<file path="src/rtl/interval_seq_pkg.sv">
// interval_seq_pkg: shared sizes and types for the interval sequencer slice.
//   CNT_W  - count/data width, must match the downstream down_counter
//   DEPTH  - interval table entries (power of two, 2..8)
//   IDX_W  - table index width
package interval_seq_pkg;

    localparam int CNT_W = 5;
    localparam int DEPTH = 4;
    localparam int IDX_W = $clog2(DEPTH);

    typedef enum logic [1:0] {
        IDLE,
        LOAD,
        RUN
    } state_t;

    typedef logic [IDX_W-1:0] idx_t;
    typedef logic [CNT_W-1:0] cnt_t;
    typedef logic [IDX_W:0]   len_t;

    // A programmed length of 0, or anything past the table, plays the whole table.
    function automatic len_t clamp_len(input len_t n);
        if ((n == '0) || (n > len_t'(DEPTH))) begin
            return len_t'(DEPTH);
        end
        return n;
    endfunction

endpackage

</file>
<file path="src/rtl/interval_table.sv">
// interval_table: N x W register file holding interval lengths.
//   clk, rst        - clock, synchronous active-high reset (clears all entries)
//   we, waddr, wdata - synchronous write port
//   raddr, rdata    - combinational read port; a read and a write of the same
//                     entry in one cycle returns the old contents
module interval_table #(
    parameter int W  = 5,
    parameter int N  = 4,
    parameter int AW = $clog2(N)
) (
    input  logic          clk,
    input  logic          rst,
    input  logic          we,
    input  logic [AW-1:0] waddr,
    input  logic [W-1:0]  wdata,
    input  logic [AW-1:0] raddr,
    output logic [W-1:0]  rdata
);

    logic [W-1:0] mem_q [N];

    always_ff @(posedge clk) begin
        if (rst) begin
            mem_q <= '{default: '0};
        end else if (we) begin
            mem_q[waddr] <= wdata;
        end
    end

    assign rdata = mem_q[raddr];

endmodule

</file>
<file path="src/rtl/interval_sequencer.sv">
// interval_sequencer: plays a programmable list of intervals through an
// external down_counter, pulsing expire at each interval end and done at the
// end of a non-repeating sequence.
//   clk, rst            - clock, synchronous active-high reset
//   cfg_we/addr/data    - interval table write port (accepted in any state)
//   start, stop         - begin (IDLE only) / abort sequence; stop wins
//   repeat_en           - restart at entry 0 after the last interval
//   num_intervals       - sequence length; 0 or > DEPTH plays the full table
//   load, data          - registered drive to down_counter
//   count               - down_counter count, watched in RUN only
//   busy                - sequence active
//   expire, expire_idx  - one-cycle pulse and index of the finished interval
//   done                - one-cycle pulse at non-repeating sequence end
//
// state | meaning
// IDLE  | waiting for start; counter free-runs and is ignored
// LOAD  | load pulse is out, counter captures data at the next edge
// RUN   | waiting for count == 0
module interval_sequencer
    import interval_seq_pkg::*;
(
    input  logic             clk,
    input  logic             rst,
    input  logic             cfg_we,
    input  logic [IDX_W-1:0] cfg_addr,
    input  logic [CNT_W-1:0] cfg_data,
    input  logic             start,
    input  logic             stop,
    input  logic             repeat_en,
    input  logic [IDX_W:0]   num_intervals,
    output logic             load,
    output logic [CNT_W-1:0] data,
    input  logic [CNT_W-1:0] count,
    output logic             busy,
    output logic             expire,
    output logic [IDX_W-1:0] expire_idx,
    output logic             done
);

    state_t state_q, state_d;
    idx_t   idx_q, idx_d;
    len_t   len_q, len_d;
    logic   load_q, load_d;
    cnt_t   data_q, data_d;
    logic   busy_q, busy_d;
    logic   expire_q, expire_d;
    idx_t   expire_idx_q, expire_idx_d;
    logic   done_q, done_d;

    len_t   idx_inc;
    logic   last;
    idx_t   rd_addr;
    cnt_t   rd_data;

    interval_table #(
        .W (CNT_W),
        .N (DEPTH)
    ) u_table (
        .clk   (clk),
        .rst   (rst),
        .we    (cfg_we),
        .waddr (cfg_addr),
        .wdata (cfg_data),
        .raddr (rd_addr),
        .rdata (rd_data)
    );

    // Index compare is done one bit wider so idx+1 == DEPTH does not wrap.
    assign idx_inc = len_t'(idx_q) + len_t'(1);
    assign last    = !(idx_inc < len_q);
    // The only reads are entry 0 (start or repeat) or the next entry in RUN.
    assign rd_addr = ((state_q == RUN) && !last) ? idx_inc[IDX_W-1:0] : '0;

    always_comb begin
        state_d      = state_q;
        idx_d        = idx_q;
        len_d        = len_q;
        load_d       = 1'b0;
        data_d       = data_q;
        busy_d       = busy_q;
        expire_d     = 1'b0;
        expire_idx_d = expire_idx_q;
        done_d       = 1'b0;

        case (state_q)
            IDLE: begin
                if (start && !stop) begin
                    idx_d   = '0;
                    len_d   = clamp_len(num_intervals);
                    load_d  = 1'b1;
                    data_d  = rd_data;
                    busy_d  = 1'b1;
                    state_d = LOAD;
                end
            end
            LOAD: begin
                if (stop) begin
                    busy_d  = 1'b0;
                    state_d = IDLE;
                end else begin
                    state_d = RUN;
                end
            end
            RUN: begin
                if (stop) begin
                    busy_d  = 1'b0;
                    state_d = IDLE;
                end else if (count == '0) begin
                    expire_d     = 1'b1;
                    expire_idx_d = idx_q;
                    if (!last) begin
                        idx_d   = idx_inc[IDX_W-1:0];
                        load_d  = 1'b1;
                        data_d  = rd_data;
                        state_d = LOAD;
                    end else if (repeat_en) begin
                        idx_d   = '0;
                        load_d  = 1'b1;
                        data_d  = rd_data;
                        state_d = LOAD;
                    end else begin
                        done_d  = 1'b1;
                        busy_d  = 1'b0;
                        state_d = IDLE;
                    end
                end
            end
            default: begin
                busy_d  = 1'b0;
                state_d = IDLE;
            end
        endcase
    end

    always_ff @(posedge clk) begin
        if (rst) begin
            state_q      <= IDLE;
            idx_q        <= '0;
            len_q        <= '0;
            load_q       <= 1'b0;
            data_q       <= '0;
            busy_q       <= 1'b0;
            expire_q     <= 1'b0;
            expire_idx_q <= '0;
            done_q       <= 1'b0;
        end else begin
            state_q      <= state_d;
            idx_q        <= idx_d;
            len_q        <= len_d;
            load_q       <= load_d;
            data_q       <= data_d;
            busy_q       <= busy_d;
            expire_q     <= expire_d;
            expire_idx_q <= expire_idx_d;
            done_q       <= done_d;
        end
    end

    assign load       = load_q;
    assign data       = data_q;
    assign busy       = busy_q;
    assign expire     = expire_q;
    assign expire_idx = expire_idx_q;
    assign done       = done_q;

endmodule

</file>
<file path="config.mk">
export PLATFORM = sky130hd
export DESIGN_NAME = interval_sequencer
export DESIGN_NICKNAME = d
export VERILOG_FILES = /design/src/rtl/interval_seq_pkg.sv /design/src/rtl/interval_table.sv /design/src/rtl/interval_sequencer.sv
export SDC_FILE = /design/constraint.sdc
export NUM_CORES = 1
export LEC_CHECK = 0
export BUFFER_PORTS_ARGS = -buffer_cell sky130_fd_sc_hd__buf_2
export CAP_MARGIN = 20
export CORE_UTILIZATION = 45
export CTS_CLUSTER_DIAMETER = 200
export DETAILED_ROUTE_END_ITERATION = 8
export PLACE_DENSITY = 0.66
export RECOVER_POWER = 25
export SYNTH_ARGS = -nofsm -noshare
export SYNTH_HDL_FRONTEND = slang
export SYNTH_HIERARCHICAL = 1
export SYNTH_SLANG_ARGS = --single-unit
</file>
<file path="constraint.sdc">
create_clock -name clk -period 5.1 [get_ports clk]
set_clock_uncertainty 0.15 [all_clocks]
set_input_delay 0 -clock clk [delete_from_list [all_inputs] [get_ports clk]]
set_output_delay 0 -clock clk [all_outputs]
set_load 0.02 [all_outputs]
</file>
==> key figures, run 1 <==
Floorplan
  – # rows: 22
  – Core Region: between 3000 and 4000 sq um
  – Starting density of the core: between 40% and 50%
  – DIE HEIGHT: approximately 65 um
  – Die footprint: between 4000 and 5000 sq um
  – I/O Pins: 32
  – Die width: 65.30 um

Clocking
  – Num CTS Buffers: 5
  – Root buffer cell: clkbuf_8
  – Maximum clock insertion buffer count: 2
  – Post-CTS setup buffer count: 0
  – Clock sink total: 38
  – Clock Pin Slew Worst Setup and Hold Paths: roughly 0.07 ns
  – Worst-Skew Late Latency: 0.29 ns
  – Hold Buf Count CTS: 16
  – H-tree Lvls: 2
  – Resized Gates After CTS: 0
  – CTS tree: built

Synth
  – Synth Instances: around 170
  – Synth Cell Area: 1803 sq um
  – Synth Register Bits: 38
  – Sequential area share after synthesis: between 40 and 50%
  – Mapped Nets: 197
  – Synth Area per Inst: approximately 10 sq um
  – YS warnings: 6
  – Unique masters post-synth: 33

Cells and area
  – Multi-input gate area: between 900 and 1000 sq um
  – Fillcell total: 353
  – Layout Nets: 244
  – P&R area growth vs syn: 22.76%
  – Register area: around 760 sq um
  – Share of layout cells above drive strength 1: between 10% and 20%
  – Antenna diode count: 0
  – Most frequent cells in the layout: 38 x dfxtp_1, 36 x nand2b_1, 28 x mux2i_1
  – Most common cell after layout, fill and taps aside: dfxtp_1

Detailed routing
  – Drt via density: roughly 5.1
  – Total Wirelength: about 3500 um
  – Pre-antenna DRT Iters: 4
  – Max Used Layer: met4
  – Via Count: between 1k and 1.5k
  – Met1 Wirelength: 1566 um
  – 1st-iter DRT viols: 52
  – Met2 routed WL: ~1700 um
  – DR DRC count: 0
  – Routed length per placed instance: 13.10 um
  – DRT antenna net count: 0
  – Met3 wire length: 159 um

Global routing
  – Grt ovf: 0
  – Antenna violations before repair: 0
  – Global-route usage over all layers: between 10% and 20%
  – Largest net degree at the start of global routing: 52
  – Vias in the first global route: ~1.4k
  – First-pass GRT wire length: 5961 um

Pwr
  – Clock share of power: roughly 34%
  – Switching power: approximately 140 uW
  – Pint: 433.2 uW
  – Gate power share: 11.7%
  – Leakage: 0.0009722 uW
  – P per Cell Area: 257.8 nW/um^2
  – Max IR drop VDD: about 0.16 mV
  – Flop pwr share: between 50% and 60%
  – Power Total: between 500 and 600 uW
  – Net Sw Frac: 24.07%

STA
  – Tmin final: between 2 and 3 ns
  – Total negative slack: 0 ns
  – Fin crit share: 54.01%
  – Worst-margin pin slew: 0.6952 ns
  – Max-slew violation count: 0
  – Relative slew margins: a little over half
  – Fmax: ~0.36 GHz
  – Setup Viol. Count Final: 0
  – Hold Violations, Final: 0
  – RSZ-0062 raised after global routing: no

Critical path
  – Max incr delay on CP: between 0.5 and 0.6 ns
  – Crit-path cells: ha_1 > ha_1 > a21oi_1 > o211ai_1 > nor2_1 > mux4_2 > nand2b_1 > mux2i_1
  – Required @ worst endpoint: 5.12 ns
  – Slowest CP cell: mux4_2
  – CP Class: flip-flop to flip-flop
  – Reg2Reg Depth: 8
  – Worst-path maximum fanout: 6
  – Startpoint Class: flip-flop
  – CP most frequent cell: ha_1
  – Worst Path Arrival: about 2.8 ns
  – Setup crit end kind: flip-flop

Place
  – Final HPWL DP: around 2400 um
  – Routability cong.: between 0.7 and 0.8
  – Port bufs: 31

Run
  – Max-cap violation count: 0

Run status
  – Status: completed

Hold path
  – Worst min-delay path class: input pin to flip-flop
  – Worst Hold Depth: 4
state kept, by name, summed over array words and instances, names as in the netlist:
signal and cells:
done 1, u_table/mem_q 20, load 1, expire_idx 2, state_q 2, busy 1
idx_q 2, data 5, expire 1, len_q 3
through the flow:
stage	cells	util [%]	instance area, sq um	setup WS (ns)	hold WS (ns)
final	267	59.12	2213	2.345	0.03982
after floorplan	172	-	1803	2.740	-0.07149
after detailed placement	244	53.14	1989	2.328	0.05703
after global routing	267	59.12	2213	2.092	0.07559
after CTS	267	59.53	2228	2.297	0.04055
after global placement	244	53.14	1989	2.454	0.05007
power by group through the flow:
stage,clock [uW],sequential [uW],combinational (uW)
final,192,312,66.9
after global routing,211,312,73.9
after CTS,201,311,68.1
after detailed placement,0,318,59.4
after global placement,0,318,57.3
after floorplan,0,319,39.0
cell families after synthesis:
group / Yosys count / synth area share (%)
simple gates: 73 / 24.64
flops: 38 / 42.19
mux: 34 / 22.62
buf+inv: 12 / 2.637
compound gates: 11 / 5.136
fa+ha+maj: 4 / 2.776
worst max-delay path, delay by kind of cell (launching register included):
family	cells	cell delay, ns
compound gates	2	0.38
fa+ha+maj	2	0.48
flops	1	0.41
simple gates	2	0.58
mux	2	0.64
path summary, 6_finish.rpt:
check | start | endpoint | slack [ns]
setup / recovery | idx_q[0]$_SDFFE_PP0P_ | data[2]$_SDFFE_PP0P_ | 2.35
hold / removal | start | len_q[1]$_SDFFE_PP0P_ | 0.04
setup reg to reg | idx_q[0]$_SDFFE_PP0P_ | data[2]$_SDFFE_PP0P_ | 2.35
hold reg to reg | len_q[1]$_SDFFE_PP0P_ | len_q[1]$_SDFFE_PP0P_ | 0.31
synth_stat cells:
master | instances | area share, %
ha_1 | 4 | 2.8
buf_2 | 1 | 0.28
o2bb2ai_4 | 1 | 1.5
o211ai_1 | 1 | 0.42
nor4_1 | 1 | 0.35
nor3_1 | 6 | 1.7
nor4b_1 | 1 | 0.49
or4b_4 | 1 | 0.76
and3b_1 | 1 | 0.49
nand4_1 | 1 | 0.35
nand3b_1 | 4 | 1.7
nand2b_4 | 1 | 0.76
nand3_1 | 2 | 0.56
a211oi_1 | 1 | 0.42
or2_2 | 1 | 0.35
a2bb2oi_1 | 1 | 0.49
a21oi_1 | 5 | 1.4
o21a_1 | 1 | 0.42
or3b_1 | 1 | 0.49
mux2i_1 | 28 | 16
nand2_1 | 4 | 0.83
inv_1 | 5 | 1.0
and2_1 | 1 | 0.35
clkbuf_2 | 1 | 0.28
mux4_2 | 5 | 6.2
nor2b_1 | 3 | 1.0
or3_1 | 1 | 0.35
dfxtp_1 | 38 | 42
nor2_1 | 8 | 1.7
nand2b_1 | 36 | 12
clkbuf_1 | 5 | 1.0
o32ai_1 | 1 | 0.49
mux2_4 | 1 | 0.83
final cells by class:
class / count / share of cell area, %
well taps: 48 / 2.713
clock inverters: 2 / 0.4522
flip-flops and latches: 38 / 34.37
multi-input cells: 122 / 44.94
repair buffers: 47 / 13.57
clock buffers: 5 / 3.109
inverters: 5 / 0.8479
per-layer routing:
metal | vias up | global-route usage [%]
li1 | 694 | -
met1 | 634 | 20.07
met2 | 27 | 33.38
met3 | 6 | 5.208
met4 | 0 | 8.152
met5 | - | 0
Note: power is estimated with default switching activity, not from simulation.
==> run 2, diff against run 1 <==
==> constraint.sdc (replaced) <==
create_clock -name clk -period 2.6 [get_ports clk]
set_clock_uncertainty 0.15 [all_clocks]
set_input_delay 0 -clock clk [delete_from_list [all_inputs] [get_ports clk]]
set_output_delay 0 -clock clk [all_outputs]
set_load 0.02 [all_outputs]
==> run 2 against run 1 <==
Worst setup slack got worse by 2.2 ns. Register-to-register slack got worse by 2.2 ns. Total power rose by 100%. Fmax rose by 14%. Critical endpoint is now data[0]$_SDFFE_PP0P_.
==> key figures, run 2 (synthesis results as in run 1) <==
Pwr
  – Max IR drop VDD: 0.3621 mV (was 0.1639 mV)
  – Leakage: 0.0009955 uW (was 0.0009722 uW)
  – P per Cell Area: 512.6 nW/um^2 (was 257.8 nW/um^2)

Critical path
  – CP most frequent cell: ha_1 (unchanged)
  – CP delay by family, top: adder cells (was multiplexers)
  – CP bufs+invs: 1 (was 0)
  – Startpoint Class: flip-flop (unchanged)
  – CP Class: flip-flop to flip-flop (unchanged)
  – Worst Path Arrival: 2.44 ns (was 2.78 ns)
  – Slowest CP cell: mux4_2 (unchanged)
  – Setup crit end kind: flip-flop (unchanged)
  – Required @ worst endpoint: 2.62 ns (was 5.12 ns)
  – Crit-path cells: ha_1 > ha_1 > nand2_1 > o211ai_1 > nor2_1 > buf_4 > mux4_2 > nand2b_1 > mux2i_1 (was ha_1 > ha_1 > a21oi_1 > o211ai_1 > nor2_1 > mux4_2 > nand2b_1 > mux2i_1)
  – Max incr delay on CP: 0.51 ns (was 0.58 ns)
  – Worst-path maximum fanout: 6 (unchanged)

Clocking
  – Root buffer cell: clkbuf_8 (unchanged)
  – Num CTS Buffers: 5 (unchanged)
  – CTS tree: built (unchanged)
  – Clock Pin Slew Worst Setup and Hold Paths: 0.07 ns (about the same)
  – Post-CTS setup buffer count: 0 (unchanged)
  – Maximum clock insertion buffer count: 2 (unchanged)
  – H-tree Lvls: 2 (unchanged)
  – Clock sink total: 38 (unchanged)
  – Worst-Skew Late Latency: 0.29 ns (about the same)

Global routing
  – Global-route usage over all layers: 19.38% (was 18.57%)
  – Antenna violations before repair: 0 (unchanged)
  – First-pass GRT wire length: 6092 um (was 5961 um)
  – Grt ovf: 0 (unchanged)
  – Largest net degree at the start of global routing: 52 (unchanged)
  – Vias in the first global route: 1354 (was 1358)

Place
  – Post-Place Cell Area: 2004 sq um (was 1989 sq um)
  – Final HPWL DP: 2544 um (was 2438 um)
  – Port bufs: 31 (unchanged)
  – Routability cong.: 0.7470 (was 0.7499)

Cells and area
  – Most frequent cells in the layout: 37 x dfxtp_1, 36 x nand2b_1, 28 x mux2i_1 (was 38 x dfxtp_1, 36 x nand2b_1, 28 x mux2i_1)
  – Layout Nets: 247 (was 244)
  – Max reg flops: 20 (unchanged)
  – Antenna diode count: 0 (unchanged)
  – Largest Register: u_table/mem_q (unchanged)
  – Fin area: 2256 sq um (was 2213 sq um)
  – Most common cell after layout, fill and taps aside: dfxtp_1 (unchanged)
  – Share of layout cells above drive strength 1: 17.94% (was 16.44%)
  – P&R area growth vs syn: 25.12% (was 22.76%)

Detailed routing
  – DRT antenna net count: 0 (unchanged)
  – Routed length per placed instance: 13.64 um (was 13.10 um)
  – Total Wirelength: 3697 um (was 3497 um)
  – Pre-antenna DRT Iters: 4 (unchanged)
  – 1st-iter DRT viols: 47 (was 52)
  – Via Count: 1389 (was 1361)
  – DR DRC count: 0 (unchanged)
  – Drt via density: 5.125 (was 5.097)

STA
  – Max-slew violation count: 0 (unchanged)
  – Fmax: 0.4124 GHz (was 0.3630 GHz)
  – Hold Violations, Final: 0 (unchanged)
  – RSZ-0062 raised after global routing: no (unchanged)
  – Setup Viol. Count Final: 0 (unchanged)
  – Relative slew margins: 50.72% (was 53.65%)
  – Worst-margin pin slew: 0.7289 ns (was 0.6952 ns)
  – Total negative slack: 0 ns (unchanged)
  – Tmin final: 2.425 ns (was 2.755 ns)
  – Fin crit share: 93.26% (was 54.01%)

Floorplan
  – # rows: 22 (unchanged)
  – Die footprint: 4263 sq um (unchanged)
  – Core Region: 3744 sq um (unchanged)
  – Starting density of the core: 48.16% (unchanged)
  – I/O Pins: 32 (unchanged)
  – Die width: 65.30 um (unchanged)
  – DIE HEIGHT: 65.30 um (unchanged)

Run
  – Max-cap violation count: 0 (unchanged)

Run status
  – Status: completed (unchanged)

Hold path
  – Worst min-delay path class: input pin to flip-flop (unchanged)
[run 2: layout make-up]
cell class,instances,area [sq um]
clock buffer,7,86.33
inverter,5,18.77
timing repair buffer,50,325.3
sequential,38,762.0
tap,48,60.06
clock inverter,1,5.005
fill,346,1488
multi-input combinational,122,998.5
[run 2: through the flow]
stage	power, uW	util [%]	instances	setup WS, ns	hold slack [ns]
floorplan	702.3	-	172	0.2399	-0.07149
global placement	735.8	53.54	246	0.2532	0.04962
detailed placement	741.6	53.54	246	0.1396	0.06236
CTS	1169	60.53	271	0.1236	0.03689
global route	1208	60.26	271	0.01640	0.07526
finish	1156	60.26	271	0.1752	0.04326
[run 2: repair_timing]
action | CTS | global route
endpoints found under the hold margin | 26 | 0
gates resized for setup | 0 | 2
endpoints found under the setup margin | 0 | 4
hold buffers | 17 | 0
[run 2: routing by layer]
metal / up-vias / track usage, % / wire (um)
met5: - / 0 / 0
met4: 0 / 9.783 / 99
met3: 10 / 5.556 / 146
met2: 36 / 33.89 / 1871
met1: 640 / 21.16 / 1579
li1: 703 / - / -
[run 2: tightest hold or removal path, delay by kind of cell]
kind / cells / cell delay, ns
buffers and inverters: 1 / 0.11
AOI/OAI and AO/OA: 1 / 0.05
and+or+nand+nor: 2 / 0.28
[run 2: path summary, 6_finish.rpt]
kind / startpoint / end / slack [ns] / cells past startpoint
worst max-delay path: idx_q[0]$_SDFFE_PP0P_ / data[0]$_SDFFE_PP0P_ / 0.18 / 9
worst min-delay path: start / len_q[2]$_SDFFE_PP0P_ / 0.04 / 4
worst max register to register: idx_q[0]$_SDFFE_PP0P_ / data[0]$_SDFFE_PP0P_ / 0.18 / 9
worst min register to register: len_q[0]$_SDFFE_PP0P_ / len_q[0]$_SDFFE_PP0P_ / 0.32 / 2
[run 2: power breakdown]
part	leakage, uW	internal, uW	switching, uW
Combinational	0.000638	71.9	63.3
Sequential	0.000309	600	11.5
Clock	0.0000482	214	196
Total	0.000995	885	271
